File: src/rtl/arb_pkg.sv
// Shared definitions for the two-requester arbiter front end and its benches.
package arb_pkg;

    localparam int NUM_REQ    = 2;
    localparam int DEF_DATA_W = 8;
    localparam int DEF_DEPTH  = 4;

    typedef logic ch_t;

    // Occupancy counter must hold 0..depth inclusive.
    function automatic int cnt_width(input int depth);
        return $clog2(depth) + 1;
    endfunction

endpackage

File: src/rtl/arb_chan_fifo.sv
// Single-channel synchronous FIFO with occupancy count; head is visible on
// rd_data whenever the FIFO is non-empty.
module arb_chan_fifo
    import arb_pkg::*;
#(
    parameter  int DATA_W = DEF_DATA_W,
    parameter  int DEPTH  = DEF_DEPTH,
    localparam int CNT_W  = cnt_width(DEPTH),
    localparam int PTR_W  = $clog2(DEPTH)
) (
    input  logic              clk,
    input  logic              reset,
    input  logic              push,
    input  logic              pop,
    input  logic [DATA_W-1:0] wr_data,
    output logic [DATA_W-1:0] rd_data,
    output logic [CNT_W-1:0]  count,
    output logic              full,
    output logic              empty
);

    logic [DATA_W-1:0] mem_q [DEPTH];
    logic [PTR_W-1:0]  wr_ptr_q, wr_ptr_d;
    logic [PTR_W-1:0]  rd_ptr_q, rd_ptr_d;
    logic [CNT_W-1:0]  count_q, count_d;
    logic              push_ok;
    logic              pop_ok;

    assign full    = (count_q == CNT_W'(DEPTH));
    assign empty   = (count_q == '0);
    assign push_ok = push & ~full;
    assign pop_ok  = pop & ~empty;

    // Pointers wrap for free because DEPTH is a power of two.
    always_comb begin
        wr_ptr_d = wr_ptr_q + PTR_W'(push_ok);
        rd_ptr_d = rd_ptr_q + PTR_W'(pop_ok);
        count_d  = count_q + CNT_W'(push_ok) - CNT_W'(pop_ok);
    end

    always_ff @(posedge clk or negedge reset) begin
        if (!reset) begin
            wr_ptr_q <= '0;
            rd_ptr_q <= '0;
            count_q  <= '0;
        end else begin
            wr_ptr_q <= wr_ptr_d;
            rd_ptr_q <= rd_ptr_d;
            count_q  <= count_d;
        end
    end

    always_ff @(posedge clk) begin
        if (push_ok) begin
            mem_q[wr_ptr_q] <= wr_data;
        end
    end

    assign rd_data = mem_q[rd_ptr_q];
    assign count   = count_q;

endmodule

File: src/rtl/arb_req_queue.sv
// Two-channel request queue in front of the round-robin arbiter: buffers
// producer data, raises requests from occupancy and dequeues on grant.
module arb_req_queue
    import arb_pkg::*;
#(
    parameter  int DATA_W = DEF_DATA_W,
    parameter  int DEPTH  = DEF_DEPTH,
    localparam int CNT_W  = cnt_width(DEPTH)
) (
    input  logic                clk,
    input  logic                reset,
    input  logic [NUM_REQ-1:0]  in_valid,
    output logic [NUM_REQ-1:0]  in_ready,
    input  logic [DATA_W-1:0]   in_data0,
    input  logic [DATA_W-1:0]   in_data1,
    output logic [NUM_REQ-1:0]  request,
    input  logic [NUM_REQ-1:0]  grant,
    output logic                out_valid,
    output logic                out_ch,
    output logic [DATA_W-1:0]   out_data,
    output logic                grant_err
);

    logic [DATA_W-1:0]  wr_data [NUM_REQ];
    logic [DATA_W-1:0]  rd_data [NUM_REQ];
    logic [CNT_W-1:0]   count   [NUM_REQ];
    logic [NUM_REQ-1:0] full;
    logic [NUM_REQ-1:0] empty;
    logic [NUM_REQ-1:0] push;
    logic [NUM_REQ-1:0] pop;
    logic [NUM_REQ-1:0] empty_grant;
    logic               grant_fault;

    logic               out_valid_q, out_valid_d;
    ch_t                out_ch_q, out_ch_d;
    logic [DATA_W-1:0]  out_data_q, out_data_d;
    logic               grant_err_q, grant_err_d;

    assign wr_data[0] = in_data0;
    assign wr_data[1] = in_data1;

    for (genvar gi = 0; gi < NUM_REQ; gi++) begin : g_chan
        assign in_ready[gi]    = ~full[gi];
        assign push[gi]        = in_valid[gi] & ~full[gi];
        // An in-flight grant already claims one entry, so it is not re-requested.
        assign request[gi]     = (count[gi] > CNT_W'(grant[gi]));
        assign pop[gi]         = grant[gi] & ~grant[NUM_REQ-1-gi] & ~empty[gi];
        assign empty_grant[gi] = grant[gi] & empty[gi];

        arb_chan_fifo #(
            .DATA_W (DATA_W),
            .DEPTH  (DEPTH)
        ) u_fifo (
            .clk     (clk),
            .reset   (reset),
            .push    (push[gi]),
            .pop     (pop[gi]),
            .wr_data (wr_data[gi]),
            .rd_data (rd_data[gi]),
            .count   (count[gi]),
            .full    (full[gi]),
            .empty   (empty[gi])
        );
    end

    assign grant_fault = (&grant) | (|empty_grant);

    always_comb begin
        out_valid_d = |pop;
        out_ch_d    = out_ch_q;
        out_data_d  = out_data_q;
        grant_err_d = grant_err_q | grant_fault;
        if (pop[1]) begin
            out_ch_d   = 1'b1;
            out_data_d = rd_data[1];
        end else if (pop[0]) begin
            out_ch_d   = 1'b0;
            out_data_d = rd_data[0];
        end
    end

    always_ff @(posedge clk or negedge reset) begin
        if (!reset) begin
            out_valid_q <= 1'b0;
            out_ch_q    <= 1'b0;
            out_data_q  <= '0;
            grant_err_q <= 1'b0;
        end else begin
            out_valid_q <= out_valid_d;
            out_ch_q    <= out_ch_d;
            out_data_q  <= out_data_d;
            grant_err_q <= grant_err_d;
        end
    end

    assign out_valid = out_valid_q;
    assign out_ch    = out_ch_q;
    assign out_data  = out_data_q;
    assign grant_err = grant_err_q;

endmodule

File: config.mk
export PLATFORM = sky130hd
export DESIGN_NAME = arb_req_queue
export DESIGN_NICKNAME = d
export VERILOG_FILES = /design/src/rtl/arb_pkg.sv /design/src/rtl/arb_chan_fifo.sv /design/src/rtl/arb_req_queue.sv
export SDC_FILE = /design/constraint.sdc
export NUM_CORES = 1
export LEC_CHECK = 0
export BUFFER_PORTS_ARGS = -buffer_cell sky130_fd_sc_hd__buf_2
export CAP_MARGIN = 10
export CORE_UTILIZATION = 58
export CTS_CLUSTER_DIAMETER = 40
export DETAILED_ROUTE_END_ITERATION = 16
export PLACE_DENSITY = 0.89
export SETUP_SLACK_MARGIN = 0.2
export SLEW_MARGIN = 20
export SYNTH_ARGS = -nofsm -noshare
export SYNTH_HDL_FRONTEND = slang
export SYNTH_HIERARCHICAL = 1
export SYNTH_SLANG_ARGS = --single-unit
File: constraint.sdc
create_clock -name clk -period 3.5 [get_ports clk]
set_clock_uncertainty 0.15 [all_clocks]
set_input_delay 0.175 -clock clk [delete_from_list [all_inputs] [get_ports clk]]
set_output_delay 0.175 -clock clk [all_outputs]
set_load 0.02 [all_outputs]
### Yosys cells after proc, flatten, opt, wreduce, memory -nomap -nowiden

Memories as Yosys holds them, arrays and structs flattened.
Index checks and enable logic that the tools add are counted.

| storage, ports and cells | value |
|---|---|
| register bits | 25 |
| bits in writable memories | 64 |
| input bits | 22 |
| output and inout port bits | 15 |
| word-level logic and storage cells | 58 |
| memories kept | 2 |

Memories:

| memory | words | bits a word | rd ports | clocked after Yosys merged registers in | wr ports | RTL line | source |
|---|---|---|---|---|---|---|---|
| g_chan[0].u_fifo.mem_q | 4 | 8 | 1 | 0 | 1 | arb_chan_fifo.sv:22 | `logic [DATA_W-1:0] mem_q [DEPTH];` |
| g_chan[1].u_fifo.mem_q | 4 | 8 | 1 | 0 | 1 | arb_chan_fifo.sv:22 |  |

| operators by class | value |
|---|---|
| $add $sub $neg | 8 |
| magnitude comparators | 2 |
| equality and inequality tests | 2 |
| mux-type cells | 8 |
| bitwise logic cells | 20 |
| reduce and logical (&&, ||, !) cells | 6 |

Operators by type and width:

| operator | number |
|---|---|
| two-way mux 8 bit | 2 |
| AND 1 bit | 12 |
| adder 2 x 1 -> 2 bit | 4 |
| adder 3 x 1 -> 3 bit | 2 |
| == test 3 bit, second input constant | 2 |
| greater-than comparator 3 x 1 -> 1 bit | 2 |
| logical NOT 3 bit | 2 |
| two-way mux 1 bit | 6 |
| NOT 1 bit | 6 |
| subtractor 3 x 1 -> 3 bit | 2 |
| OR reduction 2 bit | 2 |
| OR 1 bit | 2 |
| AND reduction 2 bit | 1 |
| nonzero test 2 bit | 1 |

### Depth between registers and ports, before layout

Gate-level depths: netlist of run 1.

| logic depth | value |
|---|---|
| word-level depth | 6 |
| depth in mapped cells | 10 |
| mapped depth without buffers | 9 |

### Hierarchy

Netlist of run 1, hierarchy kept.

By module, submodules not included:

| module | instances | cells an instance | area an instance (um^2) | seq. area each (um^2) |
|---|---|---|---|---|
| arb_chan_fifo | 2 | 73 | 1545.2 | 1136.1 |
| arb_req_queue | 1 | 59 | 660.6 | 275.3 |

### Worst setup path after synthesis of run 1

No wires, ideal clock.

| timing path | value |
|---|---|
| path type | register -> register |
| from | register g_chan[0].u_fifo.count_q[1] |
| to | register g_chan[0].u_fifo.count_q[2] |
| library setup time | 0.123 ns |
| data arrival time | 2.253 ns |
| required time | 3.227 ns |
| path slack | 0.974 ns |
| cell stages (with the launch flop) | 10 |
| buffers on the path | 0 |
| clock period less this slack | 2.526 ns |
| cells stage by stage | dfrtp_1 > nor3_1 > nor2_4 > and2_1 > mux2i_1 > a221oi_1 > ha_1 > fa_1 > xnor2_1 > xnor2_1 |

| between the ends | value |
|---|---|
| elaborated cells between the ends (all ways) | 10 |
| those cells by class | add/sub (2); eq/ne (1); bitwise (6); reduce/logical (1) |

RTL lines:

| what | RTL line | source |
|---|---|---|
| start, declared | arb_chan_fifo.sv:25 | `logic [CNT_W-1:0] count_q, count_d;` |
| start signal, assigned | arb_chan_fifo.sv:49 | `count_q <= count_d;` |
| logical NOT 3 bit | arb_chan_fifo.sv:30 | `assign empty = (count_q == '0);` |
| via empty[0] | arb_req_queue.sv:28 | `logic [NUM_REQ-1:0] empty;` |
| NOT 1 bit | arb_req_queue.sv:47 | `assign pop[gi] = grant[gi] & ~grant[NUM_REQ-1-gi] & ~empty[gi];` |
| AND 1 bit | arb_req_queue.sv:47 |  |
| via pop[0] | arb_req_queue.sv:30 | `logic [NUM_REQ-1:0] pop;` |
| AND 1 bit | arb_chan_fifo.sv:32 | `assign pop_ok = pop & ~empty;` |
| subtractor 3 x 1 -> 3 bit | arb_chan_fifo.sv:38 | `count_d = count_q + CNT_W'(push_ok) - CNT_W'(pop_ok);` |
| via g_chan[0].u_fifo.count_d[2] | arb_chan_fifo.sv:25 |  |

The timed path passes the listed nets, and every way through them passes these cells.
A chain may end at the register's enable or synchronous reset.

### Final worst setup path of run 1

Same ends and word-level chain as after synthesis.

==> qor.txt, run 1 <==
=====================================================================================
Gate count after technology mapping                                               205
Number of antenna-violating nets in the routed design                               0
Worst-Margin Slew                                                              619 ps
Syn Nets                                                                          235
Area after DPL                                                           0.00405 sq mm
Via density per instance                                                         6.02
DRC                                                                                 0
Area of the mapped netlist                                               0.00375 sq mm
Core footprint                                                           0.00610 sq mm
Die H                                                                         82.4 um
Final number of max-transition violations                                           0
Effective utilization at floorplan                                              61.5%
Hold Fails Final Rpt                                                                0
Initial antenna violation count                                                     0
Maximum number of pins on one net before global-route repair                       26
CTS H-Tree Depth                                                                    3
Final design utilization                                                        72.7%
Number of distinct library cells after synthesis                                   32
Detailed placer's ending HPWL                                                 4720 um
Clock Path Buffers                                                                  2
Total power per unit cell area                                            827 mW/mm^2
Type of element launching the critical path                                  register
Final layout net count                                                            300
Final Instance Area                                                      0.00443 sq mm
Per-cell routed wire length                                                   20.4 um
Crit path capture                                                        g_chan[0].u_fifo/count[2]
Instance count after placement with tap cells included                            317
GP Congestion                                                                   0.784
Worst min path class                                                        in -> reg
Final critical delay including setup and external delays                      2900 ps
Number of antenna repair diodes                                                     0
Number of I/O port buffers                                                         36
Clock-pin slew of the registers on the worst-case setup and hold paths          90 ps
Number of CTS-inserted buffers                                                      9
Number of warnings printed during yosys synthesis                                   6
Max Cap Violations                                                                  0
WP data arrival                                                               3030 ps
FP Rows                                                                            28
Number of storage elements in the synthesis netlist                                89
Setup Viol. Count Final                                                             0
WL final                                                                      7140 um
Boundary Pins                                                                      37
Area growth, synth to finish                                                    18.2%
Remaining Overflow, GRT                                                             0
First-pass GRT wire length                                                   11200 um
CTS Root Buffer Type                                                     sky130_fd_sc_hd__clkbuf_8
TritonCTS clock tree                                                              yes
Number of global-route vias before repair                                        2191
Critical register-to-register path endpoint                              g_chan[0].u_fifo/count[2]
Number of vias in the routed layout                                              2108
Highest clock frequency the design can meet                                 0.345 GHz
Die area                                                                 0.00679 sq mm
Leak pwr                                                                      1.70 nW
Logic depth of the worst register-to-register path                                  9
Proportion of synthesized chip area in sequential cells                         67.9%
Setup repair after global routing missed its margin                                no
Non-filler instance count after layout                                            350
Mean instance size in the synthesized netlist                              18.3 sq um
Ratio of cells with drive above 1 in the final layout                           28.0%
Result of the run                                                           completed
Relative slew slack                                                             58.8%
Peak supply drop                                                               504 uV
Launching element of the worst setup path                                g_chan[0].u_fifo/count[1]
Kind of critical path                                                      reg -> reg
Crit-path max FO                                                                   10
Launch instance of the worst register-to-register path                   g_chan[0].u_fifo/count[1]
Skew-Pair Late Insertion Delay                                                 360 ps
Die X-Extent                                                                  82.4 um
Critical path endpoint category                                              register
Fin crit share                                                                  82.9%
Total track usage                                                               24.6%
Setup TNS after final layout                                                     0 ps
Flop-to-flop setup slack                                                       600 ps
Violation count after the first detailed-route iteration                          175
Total number of clock tree sinks                                                   89
Number of detailed-route iterations in the first pass                               4
CP Data Required Time                                                         3630 ps
Postcts setup bufs                                                                  0
=====================================================================================
[synth_stat cells (all sizes together)]
cell	count	area share, %
fa	2	1.1
edfxtp	64	51
or3b	2	0.47
o31ai	2	0.40
nor3b	2	1.0
clkbuf	2	0.20
nand2b	1	0.17
xnor2	8	1.9
o21bai	1	0.20
a21oi	1	0.13
or2	1	0.17
mux2i	26	6.9
nor4b	2	0.47
and2	1	0.17
dfrtp	25	17
o21ai	4	0.53
nor3	2	0.27
nor4bb	4	1.1
a221oi	2	0.47
nor2b	5	0.83
xor2	2	0.47
ha	6	2.0
mux4	16	9.6
and4b	2	0.53
o311ai	2	0.47
o21a	2	0.40
inv	6	0.60
buf	4	0.60
nor2	8	1.0
[flip-flops by register name, indices dropped and copies added, names as in the netlist]
name,cells
g_chan.u_fifo/count,6
g_chan.u_fifo/mem_q,64
g_chan.u_fifo/rd_ptr_q,4
g_chan.u_fifo/wr_ptr_q,4
grant_err,1
out_ch,1
out_data,8
out_valid,1
[repair_timing]
item	4_1_cts	5_1_grt
hold buffers	17	0
endpoints found under the hold margin	89	0
gates resized for setup	0	0
[area by class of cell]
| class | instances | area [sq um] |
|---|---|---|
| inverters | 6 | 22.5 |
| fillers | 390 | 1660 |
| clock inverters | 4 | 50.0 |
| repair buffers | 60 | 403 |
| multi-input cells | 104 | 1150 |
| well taps | 75 | 93.8 |
| flip-flops and latches | 89 | 2550 |
| clock buffers | 12 | 165 |
[layout by cell type, fill, tap and decap left out, drive strengths merged]
master       count
a21oi            1
a221oi           2
and2             1
and4b            2
buf             43
bufinv           1
clkbuf          12
clkinv           2
clkinvlp         1
dfrtp           25
dlygate4sd3     17
edfxtp          64
fa               2
ha               6
inv              6
mux2i           26
mux4            16
nand2b           1
nor2             8
nor2b            5
nor3             2
nor3b            2
nor4b            2
nor4bb           4
o21a             2
o21ai            4
o21bai           1
o311ai           2
o31ai            2
or2              1
or3b             2
xnor2            8
xor2             2
[where the power goes]
part	total [mW]	leakage [nW]	internal (mW)	switching, mW
registers	1.77	0.874	1.44	0.320
logic	1.16	0.719	0.586	0.570
clock network	0.743	0.106	0.387	0.355
total	3.66	1.70	2.42	1.25
[per-stage QoR]
stage / setup WS (ps) / hold slack [ps] / power, mW
after floorplan: 974 / -271 / 2.54
after global placement: 863 / 55.4 / 2.84
final: 598 / 66.7 / 3.66
after global routing: 415 / 78.0 / 3.85
after detailed placement: 687 / 63.6 / 2.92
after CTS: 658 / 56.6 / 3.67
[cells by family after synthesis]
group           share of synthesized area [%]
buf+inv                                  1.40
xor+xnor                                 2.34
simple gates                             6.14
fa+ha+maj                                3.07
mux                                      16.5
compound gates                           2.60
flops                                    67.9
[worst min path at each step]
stage                        start                            to  cells after the start  slack [ps]
after floorplan              reset     g_chan[0].u_fifo/count[0]                      0        -270
after global placement       reset  g_chan[0].u_fifo/wr_ptr_q[0]                      1          60
after detailed placement     reset  g_chan[0].u_fifo/wr_ptr_q[1]                      1          60
after CTS                 grant[1]                     grant_err                      3          60
after global routing      grant[0]                   out_data[6]                      2          80
final                     grant[0]                   out_data[5]                      2          70
[metal layers]
| layer | vias to the layer above | part of all wire, % | GRT usage [%] |
|---|---|---|---|
| li1 | 932 | - | - |
| met1 | 1068 | 41 | 30.6 |
| met2 | 84 | 49 | 37.9 |
| met3 | 24 | 4.8 | 5.93 |
| met4 | 0 | 4.8 | 17.4 |
| met5 | - | 0 | 0 |
[worst max-delay path, cell delays in order (launching register included)]
cell	delay (ps)
sky130_fd_sc_hd__dfrtp_1	490
sky130_fd_sc_hd__nor3_1	480
sky130_fd_sc_hd__nor2_4	170
sky130_fd_sc_hd__and2_1	290
sky130_fd_sc_hd__mux2i_1	170
sky130_fd_sc_hd__a221oi_1	110
sky130_fd_sc_hd__ha_1	210
sky130_fd_sc_hd__fa_1	380
sky130_fd_sc_hd__xnor2_1	220
sky130_fd_sc_hd__xnor2_1	160
No activity file was read; power rests on OpenSTA's default activity.
==> run 2, diff against run 1 <==
Clock period 3.5 ns to 3.05 ns, I/O delays scaled along.
==> qor.txt, run 2 (synthesis results as in run 1) <==
=====================================================================================
Peak supply drop                                                               568 uV   +13%
TritonCTS clock tree                                                              yes
Leak pwr                                                                      1.71 nW   +0.44%
Most frequent standard cell in the layout excluding fill and tap cells   sky130_fd_sc_hd__edfxtp_1
CTS Root Buffer Type                                                     sky130_fd_sc_hd__clkbuf_8
First-pass GRT wire length                                                   10700 um   -3.7%
Number of global-route vias before repair                                        2117   -3.4%
Slowest library cell on the worst path                                   sky130_fd_sc_hd__dfrtp_1
Per-cell routed wire length                                                   19.2 um   -6.1%
Worst-Margin Slew                                                              609 ps   -9.33 ps
Most Frequent Cell on Critical Path                                      sky130_fd_sc_hd__xnor2_1
Skew-Pair Late Insertion Delay                                                 360 ps   about the same
Via density per instance                                                         5.84   -3.0%
DRC                                                                                 0   unchanged
Highest clock frequency the design can meet                                 0.374 GHz   +8.6%
Number of antenna-violating nets in the routed design                               0   unchanged
Area after DPL                                                           0.00405 sq mm   unchanged
Hold Fails Final Rpt                                                                0   unchanged
Number of vias in the routed layout                                              2056   -2.5%
Die area                                                                 0.00679 sq mm   unchanged
Remaining Overflow, GRT                                                             0   unchanged
Final Instance Area                                                      0.00446 sq mm   +0.62%
Maximum number of pins on one net before global-route repair                       26   unchanged
Initial antenna violation count                                                     0   unchanged
Boundary Pins                                                                      37   unchanged
WP data arrival                                                               2810 ps   -220 ps
Total track usage                                                               23.5%   -1.1 points
Type of element launching the critical path                                  register
Effective utilization at floorplan                                              61.5%   unchanged
Crit-path max FO                                                                    8   -2
Die X-Extent                                                                  82.4 um   unchanged
Instance count after placement with tap cells included                            317   unchanged
Top library cells by usage in the layout, fill and taps aside            sky130_fd_sc_hd__edfxtp_1 (64), sky130_fd_sc_hd__buf_2 (36), sky130_fd_sc_hd__mux2i_1 (26)
WL final                                                                      6750 um   -5.5%
Max stage delay on crit path                                                   510 ps   +20 ps
Final critical delay including setup and external delays                      2670 ps   -229 ps
Die H                                                                         82.4 um   unchanged
Fin crit share                                                                  87.6%   +4.7 points
Result of the run                                                           completed
Number of buffers and inverters on the critical path                                0   unchanged
Violation count after the first detailed-route iteration                          144   -18%
Total power per unit cell area                                            944 mW/mm^2   +14%
Clock Path Buffers                                                                  2   unchanged
Worst min path class                                                        in -> reg
Clock-pin slew of the registers on the worst-case setup and hold paths          80 ps   about the same
Area growth, synth to finish                                                    18.9%
Non-filler instance count after layout                                            352   +0.57%
Number of antenna repair diodes                                                     0   unchanged
Setup repair after global routing missed its margin                                no
Setup TNS after final layout                                                     0 ps   unchanged
Top reg by flops                                                         g_chan.u_fifo/mem_q
GP Congestion                                                                   0.767   -2.2%
Number of I/O port buffers                                                         36   unchanged
Total number of clock tree sinks                                                   89   unchanged
Number of flip-flops in the largest register                                       64   unchanged
Relative slew slack                                                             59.4%   +0.62 points
Filler Cell Count                                                                 378   -3.1%
Final number of max-transition violations                                           0   unchanged
Final layout net count                                                            302   +0.67%
FP Rows                                                                            28   unchanged
Kind of critical path                                                      reg -> reg
Sequence of cells on the critical path                                   nor3b_4 -> nor2b_1 -> o21a_1 -> or3b_1 -> fa_1 -> xnor2_1 -> xnor2_1
CP Data Required Time                                                         3190 ps   -440 ps
Number of detailed-route iterations in the first pass                               4   unchanged
Number of CTS-inserted buffers                                                      9   unchanged
Ratio of cells with drive above 1 in the final layout                           28.5%   +0.52 points
Detailed placer's ending HPWL                                                 4440 um   -6.0%
Core footprint                                                           0.00610 sq mm   unchanged
Critical path endpoint category                                              register
Top Family by Delay on Critical Path                                     simple AND/OR/NAND/NOR gates
CTS H-Tree Depth                                                                    3   unchanged
Setup Viol. Count Final                                                             0   unchanged
Max Cap Violations                                                                  0   unchanged
=====================================================================================
[run 2: cell types whose count changed in the layout (fill, tap and decap cells not counted)]
cell,previous run,this run
sky130_fd_sc_hd__dlygate4sd3_1,17,18
sky130_fd_sc_hd__clkinvlp_4,1,2
sky130_fd_sc_hd__nor3_2,0,1
sky130_fd_sc_hd__inv_6,0,1
sky130_fd_sc_hd__clkbuf_1,0,1
sky130_fd_sc_hd__bufinv_16,1,2
sky130_fd_sc_hd__clkbuf_8,12,9
sky130_fd_sc_hd__clkinv_1,1,0
sky130_fd_sc_hd__nor3_1,2,1
sky130_fd_sc_hd__buf_4,7,8
[run 2: worst paths after layout]
kind	from	end	slack [ps]	cells after the start
max reg2reg	g_chan[0].u_fifo/count[2]	g_chan[0].u_fifo/count[2]	380	7
min	grant[0]	out_data[7]	60	2
min in group asynchronous	reset	g_chan[1].u_fifo/wr_ptr_q[0]	180	2
max in group asynchronous	reset	out_data[3]	2180	2
min reg2reg	grant_err	grant_err	330	1
max	g_chan[0].u_fifo/count[2]	g_chan[0].u_fifo/count[2]	380	7
[run 2: per-layer routing]
layer  vias to the layer above  wire length, um  GRT usage (%)
li1                        947                -              -
met1                      1028             2840           30.5
met2                        63             3310           37.1
met3                        18              419           7.14
met4                         0              184           9.65
met5                         -                0              0
[run 2: cell type report]
cell class	count	area (sq um)	area share (%)
Clock buffer	10	128	2.86
Clock inverter	6	92.6	2.08
Inverter	6	22.5	0.505
Multi-Input combinational cell	104	1160	25.9
Sequential cell	89	2550	57.1
Tap cell	75	93.8	2.10
Timing Repair Buffer	62	420	9.42
[run 2: power by group]
group / internal [mW] / switching, mW
Clock: 0.465 / 0.418
Combinational: 0.677 / 0.643
Sequential: 1.66 / 0.350
Total: 2.80 / 1.41
[run 2: repair_timing]
action	CTS	global route
resized for setup	1	0
hold endpoints to repair	90	0
setup endpoints to repair	1	2
pin swaps	0	1
hold buffers	18	0
buffers inserted	0	1
[run 2: worst reg2reg max path, delay by kind of cell, from the launching register on]
family,cells,cell delay (ps)
flip-flops,1,510
AO/OA/AOI/OAI,1,170
AND/OR/NAND/NOR,3,1000
adder cells (fa/ha/maj),1,410
XOR/XNOR,2,360
[run 2: metrics by stage]
step	utilization (%)	hold slack [ps]	worst slack, ps	power (mW)
5_1_grt	73.2	61.5	212	4.44
3_3_place_gp	66.4	46.9	408	3.25
2_1_floorplan	-	-293	524	2.91
6_report	73.2	59.1	378	4.21
3_5_place_dp	66.4	53.0	189	3.34
4_1_cts	73.1	40.5	324	4.24
==> run 3, diff against run 2 <==
Settings changed: PLACE_DENSITY 0.89 to 0.9, SYNTH_HIERARCHICAL 1 to unset.
==> qor.txt, run 3 <==
=====================================================================================
Result of the run                                                           completed
Maximum number of pins on one net before global-route repair                       26   unchanged
Number of detailed-route iterations in the first pass                               4   unchanged
Synth cell count leaders                                                 sky130_fd_sc_hd__edfxtp_1 (64), sky130_fd_sc_hd__dfrtp_1 (25), sky130_fd_sc_hd__inv_1 (15)
Detailed placer's ending HPWL                                                 4430 um   -0.14%
Number of global-route vias before repair                                        2162   +2.1%
Syn Nets                                                                          241   +2.6%
Gate count after technology mapping                                               203   -0.98%
CP Data Required Time                                                         3150 ps   -40 ps
CTS Root Buffer Type                                                     sky130_fd_sc_hd__clkbuf_8
Crit-path max FO                                                                   10   +2
WL final                                                                      6810 um   +1.0%
Number of flip-flops in the largest register                                       64   unchanged
Number of distinct library cells after synthesis                                   31   -3.1%
Core footprint                                                           0.00599 sq mm   -1.7%
Number of vias in the routed layout                                              2002   -2.6%
Peak supply drop                                                               542 uV   -4.7%
CTS H-Tree Depth                                                                    3   unchanged
Post-route worst hold slack                                                   68.9 ps   +9.83 ps
Sequential fraction of design power                                             49.2%   +1.5 points
Highest clock frequency the design can meet                                 0.378 GHz   +1.1%
Initial antenna violation count                                                     0   unchanged
Clock Path Buffers                                                                  2   unchanged
Cell with the most instances after synthesis                             sky130_fd_sc_hd__edfxtp_1
Die area                                                                 0.00661 sq mm   -2.7%
Share of async-settable or async-resettable flops after synthesis               28.1%   unchanged
Quantity of gates resized following cts                                             0   -1
Sequence of cells on the critical path                                   dlygate4sd3_1 -> buf_2 -> nand2b_1 -> nor2_1 -> ha_1 -> inv_1 -> ha_1 -> inv_1 -> fa_1 -> xor2_1
Number of I/O port buffers                                                         36   unchanged
FP Rows                                                                            28   unchanged
Kind of critical path                                                       in -> reg
Number of storage elements in the synthesis netlist                                89   unchanged
Area taken by flip-flops and latches                                     0.00255 sq mm   unchanged
Internal Dissipation                                                          2.62 mW   -6.5%
Slowest library cell on the worst path                                   sky130_fd_sc_hd__nor2_1
Max stage delay on crit path                                                   530 ps   +20 ps
Remaining Overflow, GRT                                                             0   unchanged
Final layout net count                                                            308   +2.0%
Total track usage                                                               24.1%   +0.66 points
First-pass GRT wire length                                                   10900 um   +1.7%
Clock-pin slew of the registers on the worst-case setup and hold paths          90 ps   about the same
Number of warnings printed during yosys synthesis                                   0   -6
Worst min path class                                                        in -> reg
Number of antenna-violating nets in the routed design                               0   unchanged
Filler Cell Count                                                                 340   -10%
Setup TNS after final layout                                                     0 ps   unchanged
Most frequent standard cell in the layout excluding fill and tap cells   sky130_fd_sc_hd__edfxtp_1
Violation count after the first detailed-route iteration                          174   +21%
Top reg by flops                                                         g_chan.u_fifo.mem_q
Clock network fraction of total power                                           20.0%   -1.0 points
Type of element launching the critical path                              primary input
Max Cap Violations                                                                  0   unchanged
Largest cells by area after synthesis                                    sky130_fd_sc_hd__edfxtp_1 (53%), sky130_fd_sc_hd__dfrtp_1 (17%), sky130_fd_sc_hd__mux4_2 (8.6%)
Total power per unit cell area                                            911 mW/mm^2   -3.5%
Effective utilization at floorplan                                              60.9%   -0.63 points
Total number of clock tree sinks                                                   89   unchanged
GP Congestion                                                                   0.836   +9.0%
Final critical delay including setup and external delays                      2640 ps   -28.1 ps
DRC                                                                                 0   unchanged
Power share of the combinational group                                          30.7%   -0.6 points
EDFF count, synth                                                                  64   unchanged
Area of the mapped netlist                                               0.00365 sq mm   -2.7%
Leak pwr                                                                      1.68 nW   -1.7%
Fin crit share                                                                  86.7%   -0.92 points
Net switching power of the design                                             1.32 mW   -6.7%
TritonCTS clock tree                                                              yes
Relative slew slack                                                             59.2%   -0.22 points
Most used DFF post-synth                                                 sky130_fd_sc_hd__edfxtp_1
Proportion of netlist area held by the largest area contributor                 52.7%   +1.4 points
Setup repair after global routing missed its margin                                no
WP data arrival                                                               2740 ps   -70 ps
Ratio of cells with drive above 1 in the final layout                           28.1%   -0.42 points
Boundary Pins                                                                      37   unchanged
Proportion of synthesized chip area in sequential cells                         69.8%   +1.9 points
Proportion of total power due to net switching                                  33.5%   -0.038 points
Cell type with the largest total area after synthesis                    sky130_fd_sc_hd__edfxtp_1
Die H                                                                         81.3 um   -1.3%
Number of CTS-inserted buffers                                                      9   unchanged
Area growth, synth to finish                                                    18.4%
Mean instance size in the synthesized netlist                              18.0 sq um   -1.8%
Number of antenna repair diodes                                                     0   unchanged
Top library cells by usage in the layout, fill and taps aside            sky130_fd_sc_hd__edfxtp_1 (64), sky130_fd_sc_hd__buf_2 (36), sky130_fd_sc_hd__dfrtp_1 (25)
Skew-Pair Late Insertion Delay                                                 350 ps   about the same
Die X-Extent                                                                  81.3 um   -1.3%
Per-cell routed wire length                                                   19.5 um   +1.9%
Area of the multi-input gates                                            0.00101 sq mm   -13%
Hold Fails Final Rpt                                                                0   unchanged
Via density per instance                                                         5.74   -1.8%
Critical path endpoint category                                              register
Setup Viol. Count Final                                                             0   unchanged
Worst-Margin Slew                                                              610 ps   +0.982 ps
Final number of max-transition violations                                           0   unchanged
=====================================================================================
[run 3: path summary, 6_finish.rpt]
check / from / to / slack (ps) / depth (start not counted)
max in group asynchronous: reset / g_chan[1].u_fifo.count[1] / 2160 / 2
worst min-delay path: grant[1] / out_data[0] / 70 / 4
worst max-delay path: grant[0] / g_chan[0].u_fifo.count[2] / 410 / 10
worst min register to register: g_chan[0].u_fifo.wr_ptr_q[1] / g_chan[0].u_fifo.wr_ptr_q[1] / 400 / 1
min in group asynchronous: reset / g_chan[0].u_fifo.rd_ptr_q[1] / 220 / 2
worst max register to register: g_chan[0].u_fifo.count[1] / g_chan[0].u_fifo.count[2] / 430 / 9
[run 3: timing repair]
item / 4_1_cts / 5_1_grt
hold endpoints to repair: 90 / 0
hold buffers: 19 / 0
buffers inserted: 0 / 0
[run 3: worst max-delay path: cells and delay by family]
kind / cells / cell delay [ps]
adders and majority gates: 3 / 890
buffers and inverters: 4 / 790
and+or+nand+nor: 2 / 730
xor gates and xnor gates: 1 / 170
[run 3: cell families after synthesis]
logic type | share of synthesized area [%]
flip-flops | 69.8
AND/OR/NAND/NOR | 6.55
buffers and inverters | 2.57
AO/OA/AOI/OAI | 3.64
multiplexers | 10.1
adder cells (fa/ha/maj) | 5.90
XOR/XNOR | 1.44
[run 3: cell type report]
class,instances,area share [%]
Sequential cell,89,59.0
Inverter,15,1.30
Clock buffer,9,2.87
Tap cell,75,2.17
Multi-Input combinational cell,93,23.3
Clock inverter,6,1.56
Timing Repair Buffer,62,9.79
[run 3: per-stage QoR]
step                      utilization, %  cell area, sq um  setup WS (ps)  cells  total power, mW
after detailed placement            65.7              3940            555    315             3.15
after global routing                72.1              4320            304    349             4.15
final                               72.1              4320            406    349             3.93
after floorplan                        -              3650            807    203             2.74
after global placement              65.7              3940            657    315             3.07
after CTS                           72.1              4320            461    349             3.96
[run 3: per-layer routing]
layer  routed length [um]  track usage [%]  part of all wire (%)
met5                    0                0                     0
met4                  251             13.6                   3.7
met3                  377             6.18                   5.5
met2                 3320             37.8                    49
met1                 2860             30.8                    42
[run 3: power by group through the flow]
stage / combinational, mW / sequential, mW / clock (mW)
final: 1.21 / 1.94 / 0.789
after global routing: 1.33 / 1.98 / 0.841
after CTS: 1.22 / 1.94 / 0.798
after detailed placement: 1.19 / 1.96 / 0
after global placement: 1.14 / 1.93 / 0
after floorplan: 0.862 / 1.88 / 0
